--- src/rtl/cmd_scheduler.sv ---
// Command scheduler: one UART frame -> one device request -> 2-byte UART response.
// Optional macro CMD_SCHED_CONTINUOUS_EN adds periodic re-issue (cmd 0x04) and stop (cmd 0x05).
module cmd_scheduler #(
    parameter int NUM_DEVICES    = 32,
    parameter int TIMEOUT_CYCLES = 50_000_000,
    parameter int CNT_W          = 26
) (
    input  logic       clk_i,
    input  logic       rst_ni,
    input  logic       rx_done_i,
    input  logic [7:0] rx_address_i,
    input  logic [7:0] rx_command_i,
    output logic       dev_start_o,
    output logic [7:0] dev_sel_o,
    output logic [7:0] dev_cmd_o,
    input  logic       dev_done_i,
    input  logic       dev_error_i,
    input  logic [7:0] dev_data_i,
    output logic       tx_start_o,
    output logic [7:0] tx_data_o,
    input  logic       tx_done_i,
    output logic       busy_o,
    output logic       overrun_o
);

    typedef enum logic [2:0] {
        S_IDLE, S_CHECK, S_REQUEST, S_WAIT_DEV,
        S_SEND_B0, S_WAIT_TX0, S_SEND_B1, S_WAIT_TX1
    } state_t;

`ifdef CMD_SCHED_CONTINUOUS_EN
    localparam logic [7:0] MAX_CMD  = 8'h05;
    localparam logic [7:0] CMD_CONT = 8'h04;
    localparam logic [7:0] CMD_STOP = 8'h05;
`else
    localparam logic [7:0] MAX_CMD  = 8'h03;
`endif
    localparam logic [CNT_W-1:0] TO_LAST = CNT_W'(TIMEOUT_CYCLES - 1);
    localparam logic [CNT_W-1:0] CNT_MAX = '1;

    state_t           state_q;
    logic             dev_start_q;
    logic [7:0]       dev_sel_q;
    logic [7:0]       dev_cmd_q;
    logic             tx_start_q;
    logic [7:0]       tx_data_q;
    logic [7:0]       byte1_q;
    logic             busy_q;
    logic             overrun_q;
    logic [CNT_W-1:0] cnt_q;
    logic [CNT_W-1:0] cnt_d;
    logic             addr_ok;
    logic             cmd_ok;
`ifdef CMD_SCHED_CONTINUOUS_EN
    logic             cont_q;
`endif

    always_comb begin
        cnt_d   = (cnt_q == CNT_MAX) ? cnt_q : cnt_q + 1'b1;
        addr_ok = ({24'd0, dev_sel_q} < 32'(NUM_DEVICES));
        cmd_ok  = (dev_cmd_q <= MAX_CMD);
    end

    always_ff @(posedge clk_i or negedge rst_ni) begin
        if (!rst_ni) begin
            state_q     <= S_IDLE;
            dev_start_q <= 1'b0;
            dev_sel_q   <= 8'h00;
            dev_cmd_q   <= 8'h00;
            tx_start_q  <= 1'b0;
            tx_data_q   <= 8'h00;
            byte1_q     <= 8'h00;
            busy_q      <= 1'b0;
            overrun_q   <= 1'b0;
            cnt_q       <= '0;
`ifdef CMD_SCHED_CONTINUOUS_EN
            cont_q      <= 1'b0;
`endif
        end else begin
            dev_start_q <= 1'b0;
            tx_start_q  <= 1'b0;
            // Only IDLE accepts frames; anything arriving later is dropped and flagged.
            if (rx_done_i && state_q != S_IDLE)
                overrun_q <= 1'b1;

            case (state_q)
                S_IDLE: begin
                    if (rx_done_i) begin
                        dev_sel_q <= rx_address_i;
                        dev_cmd_q <= rx_command_i;
                        busy_q    <= 1'b1;
                        state_q   <= S_CHECK;
                    end
`ifdef CMD_SCHED_CONTINUOUS_EN
                    else if (cont_q) begin
                        if (cnt_q == TO_LAST) begin
                            dev_start_q <= 1'b1;
                            busy_q      <= 1'b1;
                            state_q     <= S_REQUEST;
                        end else begin
                            cnt_q <= cnt_d;
                        end
                    end
`endif
                end

                S_CHECK: begin
`ifdef CMD_SCHED_CONTINUOUS_EN
                    cont_q <= 1'b0;
`endif
                    if (!addr_ok) begin
                        tx_data_q  <= 8'hE1;
                        byte1_q    <= 8'h00;
                        tx_start_q <= 1'b1;
                        state_q    <= S_SEND_B0;
                    end else if (!cmd_ok) begin
                        tx_data_q  <= 8'hE2;
                        byte1_q    <= 8'h00;
                        tx_start_q <= 1'b1;
                        state_q    <= S_SEND_B0;
                    end
`ifdef CMD_SCHED_CONTINUOUS_EN
                    else if (dev_cmd_q == CMD_STOP) begin
                        tx_data_q  <= 8'h00;
                        byte1_q    <= 8'h00;
                        tx_start_q <= 1'b1;
                        state_q    <= S_SEND_B0;
                    end
`endif
                    else begin
`ifdef CMD_SCHED_CONTINUOUS_EN
                        cont_q      <= (dev_cmd_q == CMD_CONT);
`endif
                        dev_start_q <= 1'b1;
                        state_q     <= S_REQUEST;
                    end
                end

                S_REQUEST: begin
                    cnt_q   <= '0;
                    state_q <= S_WAIT_DEV;
                end

                S_WAIT_DEV: begin
                    // A reply on the final timeout cycle still counts as a reply.
                    if (dev_done_i) begin
                        tx_data_q  <= dev_error_i ? 8'hE4 : 8'h00;
                        byte1_q    <= dev_error_i ? 8'h00 : dev_data_i;
                        tx_start_q <= 1'b1;
                        state_q    <= S_SEND_B0;
                    end else if (cnt_q == TO_LAST) begin
                        tx_data_q  <= 8'hE3;
                        byte1_q    <= 8'h00;
                        tx_start_q <= 1'b1;
                        state_q    <= S_SEND_B0;
                    end else begin
                        cnt_q <= cnt_d;
                    end
                end

                S_SEND_B0: state_q <= S_WAIT_TX0;

                S_WAIT_TX0: begin
                    if (tx_done_i) begin
                        tx_data_q  <= byte1_q;
                        tx_start_q <= 1'b1;
                        state_q    <= S_SEND_B1;
                    end
                end

                S_SEND_B1: state_q <= S_WAIT_TX1;

                S_WAIT_TX1: begin
                    if (tx_done_i) begin
                        busy_q  <= 1'b0;
                        cnt_q   <= '0;
                        state_q <= S_IDLE;
                    end
                end

                default: begin
                    busy_q  <= 1'b0;
                    state_q <= S_IDLE;
                end
            endcase
        end
    end

    assign dev_start_o = dev_start_q;
    assign dev_sel_o   = dev_sel_q;
    assign dev_cmd_o   = dev_cmd_q;
    assign tx_start_o  = tx_start_q;
    assign tx_data_o   = tx_data_q;
    assign busy_o      = busy_q;
    assign overrun_o   = overrun_q;

endmodule

--- config.mk ---
export PLATFORM = sky130hd
export DESIGN_NAME = cmd_scheduler
export DESIGN_NICKNAME = d
export VERILOG_FILES = /design/src/rtl/cmd_scheduler.sv
export SDC_FILE = /design/constraint.sdc
export NUM_CORES = 1
export LEC_CHECK = 0
export CAP_MARGIN = 10
export CORE_AREA = 3 3 90 92
export CTS_BUF_LIST = sky130_fd_sc_hd__clkbuf_16
export CTS_CLUSTER_SIZE = 8
export DETAILED_ROUTE_END_ITERATION = 10
export DIE_AREA = 0 0 93 95
export GPL_ROUTABILITY_DRIVEN = 0
export PLACE_DENSITY_LB_ADDON = 0.2
export SYNTH_ARGS = -nofsm -noshare
export SYNTH_HDL_FRONTEND = slang
export SYNTH_SLANG_ARGS = --single-unit
--- constraint.sdc ---
create_clock -name clk_i -period 2.1 [get_ports clk_i]
set_input_delay 0.525 -clock clk_i [delete_from_list [all_inputs] [get_ports clk_i]]
set_output_delay 0.525 -clock clk_i [all_outputs]
set_load 0.02 [all_outputs]
Yosys cells after proc, flatten, opt, wreduce, memory -nomap -nowiden
Cells that the tools add are included.
W data, S select, Z words.
Word-level totals
  output and inout port bits: 28
  register bits: 65
  input port bits: 30
  word-level logic and storage cells: 81
Operators by class
  equality and inequality tests: 17
  reductions and logical operators: 13
  mux-type cells: 38
  order comparisons: 2
  add/sub/neg operators: 1
Operator list (count)
  $mux W26: 4
  $mux W8: 11
  $pmux W26 S3: 1
  $eq A26 B26 Y1 const B: 2
  $add A26 B1 Y26 const B: 1
  $pmux W3 S8: 1
  $pmux W8 S3: 1
  $mux W3: 7
  $pmux W8 S2: 1
  $eq A3 B3 Y1 const B: 4
  $ne A2 B2 Y1 const B: 6
  $mux W1: 10
  $reduce_bool A3 Y1: 3
  $le A8 B2 Y1 const B: 1
  $lt A8 B6 Y1 const B: 1
  $reduce_and A4 Y1: 2
  $eq A3 B2 Y1 const B: 2
  $ne A3 B3 Y1 const B: 2
  $reduce_and A3 Y1: 2
  $reduce_and A5 Y1: 1
  $reduce_bool A2 Y1: 2
  $eq A3 B1 Y1 const B: 1
  $logic_not A3 Y1: 1
  $pmux W1 S3: 1
  3 further kinds: 3

Logic depth before layout (Yosys ltp)
  word-level depth: 5
  mapped depth: 8
  mapped depth without buffers: 6

Worst setup path before layout
No wires, ideal clock.
  path type: reg-to-reg
  start: register cnt_q[0]
  end: register cnt_q[11]
  stages on the path, launching flop included: 9
  library setup time: 0.082 ns
  buffers on the path: 2
  path slack: 0.023 ns
  arrival: 1.995 ns
  clock period less this slack: 2.077 ns
  data required time: 2.018 ns
  cell sequence: dfrtp_1 > ha_1 > nand4_2 > nor4_4 > a22oi_2 > o21ba_1 > buf_6 > buf_8 > a31oi_1
On the way
  longest elaborated chain between the ends: 5
  elaborated cells on any way between the ends: 10
  those cells by class: add/sub (1); eq/ne (4); mux (4); reduce/logical (1)
Ends and longest elaborated chain
  from (decl): line 50  | logic [CNT_W-1:0] cnt_q;
  from (signal assigned): line 157  | cnt_q <= cnt_d;
  $add A26 B1 Y26: line 59  | cnt_d = (cnt_q == CNT_MAX) ? cnt_q : cnt_q + 1'b1;
  $mux W26: line 59
  $mux W26: line 151  | end else if (cnt_q == TO_LAST) begin
  $mux W26: line 146  | if (dev_done_i) begin
  $pmux W26 S3: line 86  | case (state_q)
Parallel ways exist; a longest one is shown, timed or not. The select of a mux whose other input is x is not followed.
A chain may end at the register's enable or synchronous reset.

Worst setup path after layout
  start: register cnt_q[1]
  end: register cnt_q[21]
Same word-level chain as after synthesis.

==> flow_summary.toml <==
[detailed_routing]
wl_met1_um = 4010
met3_length_um = 628
ant_nets = 0
vias_per_cell = 5.95
first_iter_violations = 193
route.vias.total = 3169
routed_wl_um = 9280
met2_length_um = 4480
top_layer = "met4"
route.detailed.drc = 0
dr.pass1.iters = 5
routedWlPerCell_um = 17.4

[worst_hold_path]
hold_class = "input port to async pin"

[power_and_ir_drop]
power_density_nw_per_um2 = 1170
p_total_mw = 5.67
vdd_drop_max_uv = 820
p_leak_nw = 2.00

[floorplan]
start_util = 0.481
rows = 31
boundaryPins = 58
coreArea_um2 = 7290
die_w_um = 93
dieArea_um2 = 8840
die_h_um = 95

[global_route]
grt_pass1_wl_um = 15300
grtUsageTotal = 0.220
antenna_found_initial = 0
grt_max_degree = 39
grt_pass1_vias = 3172
overflow = 0

[synthesis]
synth.distinct_cells = 66
synth-async-reset-ratio = 1.00
avgSynthCellArea_um2 = 10.5
syn_inst = 333
synth_area_leaders = "dfrtp_1 46%, mux2_2 7.4%, a31oi_1 2.9%"
netlist_area_um2 = 3500
syn_nets = 364
ys_seq_elements = 65
ys_dominant_reg_cell = "dfrtp_1"
synth-edff-count = 0
synth_seq_area_share = 0.464
synth_warnings = 0
yosys.area.top_type = "dfrtp_1"
yosysTopAreaCellShare = 0.464

[placement]
io_buffers = 57
preCtsSetupSlack_ns = -0.190
dp_hpwl_um = 6540

[setup_path]
cp_max_fo = 7
reg2reg_slack_ns = 0.04
required_ns = 2.31
cp-end-kind = "register"
critPathKind = "register to register"
crit_arrival_ns = 2.27
timing.rr.start = "cnt_q[1]"
worst_r2r_endpoint = "cnt_q[21]"
startpoint_type = "register"
worstSetupStartpoint = "cnt_q[1]"
r2r_cells = 7

[sta]
max_freq_ghz = 0.486
tightest_slew_ns = 0.456
finalSetupViolCount = 0
clock_skew_ns = 0.00511
slew_viol_final = 0
setup_tns_ns = 0
timing.final.crit_share = 0.980
hold_viol = 0
slew_headroom = 0.693
fin_ws_ns = 0.0416
rsz0062_at_grt = "yes"
period_minus_slack_ns = 2.06

[clock_network]
htree_levels = 3
cts_tree = "done"
root_buffer = "clkbuf_16"
clk_pin_slew_ns = 0.06
numCtsBuffers = 9
cts.sinks = 65
clk_latency_ns = 0.33
cts_buffer_depth = 2
cts_hold_buf = 0

[layout]
area_growth_pct = 38.0
fillers = 604
layout-drive-gt1-share = 0.274
nNetsFinal = 460
multi_input_area_um2 = 1760
antenna_cells = 0
regArea_um2 = 1630

[run]
cap_violations = 0

[status]
run_status = "finished, final reports clean"
==> sequential cells by signal (all words and copies together) (netlist names), 3 cells and up <==
register   count
byte1_q        8
cnt_q         26
dev_cmd_o      8
dev_sel_o      8
state_q        3
tx_data_o      8
==> cell usage in the layout (no fill, tap or decap), types with 3 or more instances in the layout <==
cell | Yosys | final
dfrtp_1 | 65 | 64
clkdlybuf4s50_1 | 0 | 56
buf_4 | 3 | 43
nand2_1 | 24 | 24
mux2_2 | 23 | 23
nor2_1 | 21 | 21
a31oi_1 | 16 | 16
inv_1 | 13 | 13
nand4_1 | 11 | 11
nand3_1 | 12 | 11
o21ai_0 | 11 | 11
a21oi_1 | 11 | 11
nor4_1 | 11 | 10
a41oi_1 | 9 | 9
clkbuf_16 | 0 | 9
a22o_1 | 8 | 8
nor3_1 | 6 | 5
mux2i_1 | 4 | 4
a2bb2oi_1 | 4 | 4
and3_1 | 5 | 4
and3_2 | 2 | 3
o21a_1 | 3 | 3
a21o_1 | 3 | 3
buf_12 | 0 | 3
==> power breakdown <==
part | switching (mW) | internal [mW] | total, mW | leakage, nW
clock | 0.585 | 0.926 | 1.51 | 0.142
combinational | 1.10 | 1.13 | 2.22 | 1.01
sequential | 0.301 | 1.63 | 1.93 | 0.844
==> worst max-delay path, cell delays in order (launching register included) <==
cell	delay (ns)
dfrtp_1	0.39
buf_4	0.15
nand3_2	0.12
or4_4	0.56
buf_6	0.15
or3_1	0.31
a31oi_1	0.17
o21ai_1	0.08
==> Yosys cell counts, types with 8 or more instances <==
| cell type | n |
|---|---|
| a21oi_1 | 11 |
| a22o_1 | 8 |
| a31oi_1 | 16 |
| a41oi_1 | 9 |
| dfrtp_1 | 65 |
| inv_1 | 13 |
| mux2_2 | 23 |
| nand2_1 | 24 |
| nand3_1 | 12 |
| nand4_1 | 11 |
| nor2_1 | 21 |
| nor4_1 | 11 |
| o21ai_0 | 11 |
==> routing by layer <==
layer	vias up	GRT usage
met4	0	0.0733
met3	14	0.0518
met5	-	0
li1	1464	-
met2	126	0.356
met1	1565	0.291
==> kinds of logic (layout without fill, tap and decap cells) <==
logic type,count (synthesis),in the layout,share of synthesized area
AND/OR/NAND/NOR,118,118,0.192
AO/OA/AOI/OAI,89,89,0.196
flip-flops,65,65,0.464
buffers and inverters,33,134,0.0593
multiplexers,27,27,0.0853
adder cells (fa/ha/maj),1,1,0.00357
==> worst max-delay path by stage <==
stage	slack, ns	end
after floorplan	0.02	cnt_q[11]
after global placement	-0.1	cnt_q[21]
after detailed placement	-0.19	cnt_q[21]
after CTS	0.008	byte1_q[1]
after global routing	-0.04	cnt_q[21]
final	0.04	cnt_q[21]
==> metrics by stage <==
step                std cells  instance area, um^2   util  hold slack, ns
CTS                       531                 4740  0.651          0.0975
detailed placement        515                 4420  0.607           0.442
global placement          515                 4420  0.607           0.441
floorplan                 333                 3500      -           0.229
global route              533                 4840  0.663           0.112
finish                    533                 4840  0.663          0.0937
==> area by class of cell <==
class,instances,share of cell area
clock buffers,9,0.0466
clock inverters,7,0.0158
inverters,13,0.0101
multi-input cells,235,0.365
flip-flops and latches,65,0.337
well taps,99,0.0256
repair buffers,105,0.201
==> what timing repair did <==
item / in CTS / in global routing
gates resized for setup: 5 / 14
pin swaps: 0 / 5
setup buffers: 0 / 2
endpoints found under the setup margin: 13 / 35
Power figures use the tool's default switching activity.
